===== src/rtl/stepper_move_ctrl.sv =====
// Stepper move controller: accepts counted moves over valid/ready, paces each
// step with a period timer, rotates the two-phase-on coil pattern and tracks
// absolute position. Coils and position hold between moves.
module stepper_move_ctrl #(
  parameter int unsigned CNT_W = 16,
  parameter int unsigned PER_W = 16,
  parameter int unsigned POS_W = 24
) (
  input  logic             clk,
  input  logic             rst,
  input  logic             cmd_valid,
  output logic             cmd_ready,
  input  logic             cmd_dir,
  input  logic [CNT_W-1:0] cmd_steps,
  input  logic [PER_W-1:0] cmd_period,
  input  logic             abort,
  output logic             busy,
  output logic             done,
  output logic             aborted,
  output logic [POS_W-1:0] position,
  output logic [3:0]       d_out
);

  localparam logic [3:0] D_RESET = 4'b1001;

  typedef enum logic [1:0] {
    S_IDLE = 2'd0,
    S_RUN  = 2'd1,
    S_DONE = 2'd2
  } state_t;

  state_t           r_state;
  logic             r_dir;
  logic [CNT_W-1:0] r_remaining;
  logic [PER_W-1:0] r_period;
  logic [PER_W-1:0] r_timer;
  logic             r_busy;
  logic             r_done;
  logic             r_aborted;
  logic [POS_W-1:0] r_position;
  logic [3:0]       r_d_out;

  logic             w_accept;
  logic [PER_W-1:0] w_period_eff;
  logic             w_step;
  logic             w_last;
  logic [3:0]       w_d_next;
  logic [POS_W-1:0] w_pos_next;

  // Handshake, period clamp and per-step next values
  assign cmd_ready    = (r_state == S_IDLE);
  assign w_accept     = cmd_valid && cmd_ready;
  assign w_period_eff = (cmd_period == '0) ? PER_W'(1) : cmd_period;
  assign w_step       = (r_timer == '0);
  assign w_last       = (r_remaining == CNT_W'(1));
  assign w_d_next     = r_dir ? {r_d_out[2:0], r_d_out[3]} : {r_d_out[0], r_d_out[3:1]};
  assign w_pos_next   = r_dir ? (r_position + POS_W'(1)) : (r_position - POS_W'(1));

  assign busy     = r_busy;
  assign done     = r_done;
  assign aborted  = r_aborted;
  assign position = r_position;
  assign d_out    = r_d_out;

  // Move FSM: command latch, step pacing, coil rotation and position tracking
  always_ff @(posedge clk) begin
    if (rst) begin
      r_state     <= S_IDLE;
      r_dir       <= 1'b0;
      r_remaining <= '0;
      r_period    <= PER_W'(1);
      r_timer     <= '0;
      r_busy      <= 1'b0;
      r_done      <= 1'b0;
      r_aborted   <= 1'b0;
      r_position  <= '0;
      r_d_out     <= D_RESET;
    end else begin
      case (r_state)
        S_IDLE: begin
          r_done    <= 1'b0;
          r_aborted <= 1'b0;
          if (w_accept) begin
            r_dir       <= cmd_dir;
            r_period    <= w_period_eff;
            r_remaining <= cmd_steps;
            r_timer     <= w_period_eff - PER_W'(1);
            if (cmd_steps == '0) begin
              r_state <= S_DONE;
              r_done  <= 1'b1;
            end else begin
              r_state <= S_RUN;
              r_busy  <= 1'b1;
            end
          end
        end

        S_RUN: begin
          if (w_step) begin
            r_d_out     <= w_d_next;
            r_position  <= w_pos_next;
            r_remaining <= r_remaining - CNT_W'(1);
            r_timer     <= r_period - PER_W'(1);
          end else begin
            r_timer <= r_timer - PER_W'(1);
          end
          // Completing the final step wins over a coincident abort
          if (w_step && w_last) begin
            r_state   <= S_DONE;
            r_busy    <= 1'b0;
            r_done    <= 1'b1;
            r_aborted <= 1'b0;
          end else if (abort) begin
            r_state   <= S_DONE;
            r_busy    <= 1'b0;
            r_done    <= 1'b1;
            r_aborted <= 1'b1;
          end
        end

        S_DONE: begin
          r_state   <= S_IDLE;
          r_done    <= 1'b0;
          r_aborted <= 1'b0;
        end

        default: begin
          r_state <= S_IDLE;
          r_busy  <= 1'b0;
          r_done  <= 1'b0;
        end
      endcase
    end
  end

endmodule

===== config.mk =====
export PLATFORM = sky130hd
export DESIGN_NAME = stepper_move_ctrl
export DESIGN_NICKNAME = d
export VERILOG_FILES = /design/src/rtl/stepper_move_ctrl.sv
export SDC_FILE = /design/constraint.sdc
export NUM_CORES = 1
export LEC_CHECK = 0
export ABC_AREA = 1
export BUFFER_PORTS_ARGS = -buffer_cell sky130_fd_sc_hd__buf_2
export CAP_MARGIN = 20
export CORE_AREA = 2 2 98 100
export DETAILED_ROUTE_END_ITERATION = 12
export DIE_AREA = 0 0 100 102
export GPL_TIMING_DRIVEN = 1
export PLACE_DENSITY = 0.85
export SETUP_SLACK_MARGIN = 0.02
export SLEW_MARGIN = 5
export SYNTH_ARGS = -nofsm -noshare
export SYNTH_HDL_FRONTEND = slang
export SYNTH_SLANG_ARGS = --single-unit

===== constraint.sdc =====
create_clock -name clk -period 4.31 [get_ports clk]
set_input_delay 0.431 -clock clk [delete_from_list [all_inputs] [get_ports clk]]
set_output_delay 0.431 -clock clk [all_outputs]
set_load 0.02 [all_outputs]

# [After elaboration in Yosys (flattened, before gate mapping)]
# Index checks and enable logic that the tools add are counted.
[totals] regBits=82 in_bits=37 wordCells=66
[classes] reduce_logical=16 addsub=6 mux=26 bitwise_logic=1 n_eq_ne=7
[ops] cell="two-way mux 16 bit" count=5
[ops] cell="case mux 16 bit (2 select lines)" count=2
[ops] cell="subtractor 16 x 1 -> 16 bit (second input constant)" count=4
[ops] cell="logical NOT 16 bit" count=3
[ops] cell="adder 24 x 1 -> 24 bit (second input constant)" count=1
[ops] cell="two-way mux 24 bit" count=1
[ops] cell="subtractor 24 x 1 -> 24 bit (second input constant)" count=1
[ops] cell="== test 16 x 1 -> 1 bit (second input constant)" count=1
[ops] cell="AND reduction 2 bit" count=5
[ops] cell="two-way mux 1 bit" count=9
[ops] cell="two-way mux 2 bit" count=4
[ops] cell="two-way mux 4 bit" count=1
[ops] cell="!= test 2 bit (second input constant)" count=2
[ops] cell="case mux 1 bit (2 select lines)" count=2
[ops] cell="case mux 2 bit (2 select lines)" count=1
[ops] cell="AND reduction 4 bit" count=1
[ops] cell="nonzero test 2 bit" count=2
[ops] cell="!= test 3 bit (second input constant)" count=1
[ops] cell="case mux 1 bit (3 select lines)" count=1
[ops] cell="AND reduction 3 bit" count=1
[ops] cell="== test 2 x 1 -> 1 bit (second input constant)" count=1
[ops] cell="== test 2 bit (second input constant)" count=1
[ops] cell="logical AND 1 bit" count=2
[ops] cell="logical NOT 2 bit" count=1
[ops] cell="3 further kinds" count=3

# [Logic depth before layout (Yosys ltp)]
[logic_depth] ltp_word=5 mapped_depth=15 ltp_nobuf=15

# [Least setup slack after synthesis]
# OpenSTA, ideal clock, no wires.
[synth_path] path_kind="reg2reg" start="register r_dir" end="register r_position[17] (netlist: position[17])" arrival_time_ns=2.551 n_path_buf=1 setup_slack_ns=1.704 stages_incl_launch_ff=13 required_time_ns=4.254 setup_time_ns=0.056 cell_sequence="dfxtp_1 > clkbuf_1 > inv_1 > ha_1 > nand3_1 > nand2_1 > a31oi_1 > o21ai_0 > a21boi_0 > or2_2 > nand3_1 > nand2_1 > inv_1"
[synth_via] elab_chain_cells=1
[synth_rtl] element="start: declaration" line="33" source="logic r_dir;"
[synth_rtl] element="start signal: assignment" line="84" source="r_dir <= cmd_dir;"
[synth_rtl] element="two-way mux 24 bit" line="57" source="assign w_pos_next = r_dir ? (r_position + POS_W'(1)) : (r_position - POS_W'(1));"
[synth_rtl] element="end signal: assignment" line="101" source="r_position <= w_pos_next;"
[synth_rtl] element="end: declaration" line="40" source="logic [POS_W-1:0] r_position;"
# Every way passes these cells.
# A chain may end at the register's enable or synchronous reset.

# [Worst setup path in the final report]
[layout_path] start="register r_dir" end="register r_position[18] (netlist: position[18])"
# The elaborated chain is that of the path after synthesis.

==> results.tsv <==
metric	value	unit
power	2086	uW
clk_pin_slew	100	ps
hold_path.class	in -> reg	
via_per_inst	5.609	
synth.area.top_cells	dfxtp_1 (29%), nand2_1 (11%), a21oi_1 (7.4%), inv_1 (6.5%), o21ai_0 (6.3%)	
slew_viol_final	0	
syn_avg_cell_area	6.652	um2
drc_errors	0	
synth-seq-cells	82	
netlist_area	5700	um2
final_hold_viol_count	0	
clk_latency	360	ps
drive_gt1_share	14.13	%
ios	69	
synth_area_leader_cell	dfxtp_1	
antenna_cells	0	
core_area	9109	um2
worstSetupEndpointType	flop	
cts_setup_buffers	0	
grt_usage	28.03	%
start_util	62.58	%
fin_util	68.28	%
cts_tree	built	
path_class	reg -> reg	
synthTopCellsByCount	nand2_1 (171), inv_1 (99), nor2_1 (88)	
tightest_slew	880.4	ps
finalCriticalPeriod	3052	ps
rows	35	
die_w	100	um
place.gp.congestion	0.8891	
synth.distinct_cells	40	
post-synth-top-count-cell	nand2_1	
syn_nets	920	
max_freq	327.7	MHz
leakage	0.003112	uW
die_h	102	um
routed_wl	13900	um
cts_buffers	9	
period_share	70.81	%
grt_pass1_vias	5129	
cts_hold_buf	0	
async_reset_ff_share	0	%
antenna_left	0	
rsz0062_at_grt	false	
post_cts_resized	0	
cellPowerDensity	335.4	nW/um2
critPathMaxStageDelay	550	ps
cp_data_arrival_time	3310	ps
gr-total-overflow	0	
yosys.area.top_type_share	28.80	%
setup_viol_count_final	0	
ir_worst_vdd	0.2037	mV
htreeDepth	3	
holdWs	334.4	ps
antenna_found_initial	1	
detail_route.wl_per_cell	13.57	um
startpoint_type	flop	
port_buffers	68	
drtPass1Iterations	5	
clockBufferDepth	2	
nNetsFinal	971	
grt_pass1_wl	23480	um
syn_inst	857	
synth_edf_count	0	
area_delta_synth_final	9.109	%
drt_iter0_drc	394	
status	finished, final reports clean	
cts.sinks	82	
cts.root.buffer_cell	clkbuf_8	
die-area	10200	um2
clock_skew	12.31	ps
relSlewSlack	41.25	%
ys_warn_count	0	
grt_max_degree	54	
critPathRequiredTime	4570	ps
dp_hpwl	10170	um
cp_cell_sequence	inv_1 > ha_1 > nand3_1 > nand3_1 > nand3_1 > nand2_1 > a21oi_1 > o21ai_0 > nand3_1 > nand3_1 > nand3_1 > nand2_1 > inv_1	
cp_max_fo	24	
cap_violations	0	
finalSetupTns	0	ps
ys.flop_type	dfxtp_1	
vias	5744	
path_buf_inv	2	
crit_top_cell	nand3_1	
critPathSlowestCell	ha_1	
path_delay_family	simple AND/OR/NAND/NOR gates	
synth-seq-area-share	28.80	%
==> per-layer routing <==
layer | global-route usage [%] | routed length [um] | share of wire (%)
met1 | 38.75 | 6350 | 46
met2 | 46.10 | 6495 | 47
met3 | 4.036 | 899 | 6.5
met4 | 7.798 | 138 | 0.99
met5 | 0 | 11 | 0.079
==> layout make-up <==
type / instances / area (um2)
clock buffers: 10 / 127.6
clock inverters: 6 / 87.58
fillers: 838 / 2889
inverters: 103 / 386.6
well taps: 111 / 138.9
repair buffers: 71 / 362.8
multi-input cells: 641 / 3475
flip-flops and latches: 82 / 1642
==> worst min-delay path, cell delays in order <==
cell     delay [ps]
buf_2           110
nand2_1          60
a21oi_1          50
==> power breakdown <==
part | internal, uW | switching, uW | leakage [uW]
clock | 329 | 301 | 0.000111
combinational | 193 | 391 | 0.00233
sequential | 819 | 53.3 | 0.000672
total | 1340 | 745 | 0.00311
==> flip-flops by register name, indices dropped and copies added (netlist names) <==
| name | cells |
|---|---|
| busy | 1 |
| aborted | 1 |
| r_remaining | 16 |
| d_out | 4 |
| r_timer | 16 |
| done | 1 |
| r_dir | 1 |
| position | 24 |
| r_state | 2 |
| r_period | 16 |
==> stage by stage <==
stage | setup WS, ps | cell area [um2] | instances
floorplan | 1704 | 5700 | 857
global placement | 1442 | 6005 | 1008
detailed placement | 1304 | 6005 | 1008
CTS | 1279 | 6220 | 1024
global route | 970.7 | 6220 | 1024
finish | 1258 | 6220 | 1024
==> final timing paths <==
kind	start	end	slack [ps]	cells past startpoint
setup / recovery	r_dir	position[18]	1260	13
hold reg to reg	r_period[1]	r_period[1]	470	2
setup reg to reg	r_dir	position[18]	1260	13
hold / removal	cmd_period[12]	r_period[12]	330	3
==> cells in the final DEF (no fill, tap or decap), types with 2 or more instances in the layout <==
master | synthesis | routed
buf_2 | 3 | 68
ha_1 | 25 | 25
a211oi_1 | 3 | 3
bufinv_16 | 0 | 2
nand4_1 | 21 | 21
nor3_1 | 11 | 11
a21oi_1 | 84 | 84
a21o_1 | 3 | 3
or2_2 | 6 | 6
nor2_4 | 7 | 7
inv_2 | 3 | 3
clkinv_2 | 0 | 2
nor4_1 | 4 | 4
nor2_2 | 7 | 7
a31oi_1 | 2 | 2
buf_4 | 0 | 3
o21ai_0 | 72 | 72
o211ai_1 | 15 | 15
nand3_2 | 11 | 11
clkbuf_8 | 7 | 9
xor2_1 | 11 | 11
nand2_1 | 171 | 171
a221oi_1 | 2 | 2
nand3_1 | 56 | 56
o21bai_1 | 9 | 9
nand2_4 | 3 | 3
a21boi_0 | 2 | 2
o21a_1 | 11 | 11
xnor2_1 | 7 | 7
a31o_2 | 2 | 2
dfxtp_1 | 82 | 82
nand2_2 | 3 | 3
inv_6 | 0 | 2
inv_1 | 99 | 99
nor2_1 | 88 | 88
==> kinds of logic (layout without fill, tap and decap cells) <==
group                    after synthesis  in the layout  share of synthesized area (%)
buffers and inverters                134            190                          10.25
adder cells (fa/ha/maj)               26             26                          5.838
XOR/XNOR                              18             18                          2.766
AND/OR/NAND/NOR                      389            389                          31.69
flip-flops                            82             82                          28.80
AO/OA/AOI/OAI                        208            208                          20.65
No activity file was read; power rests on OpenSTA's default activity.
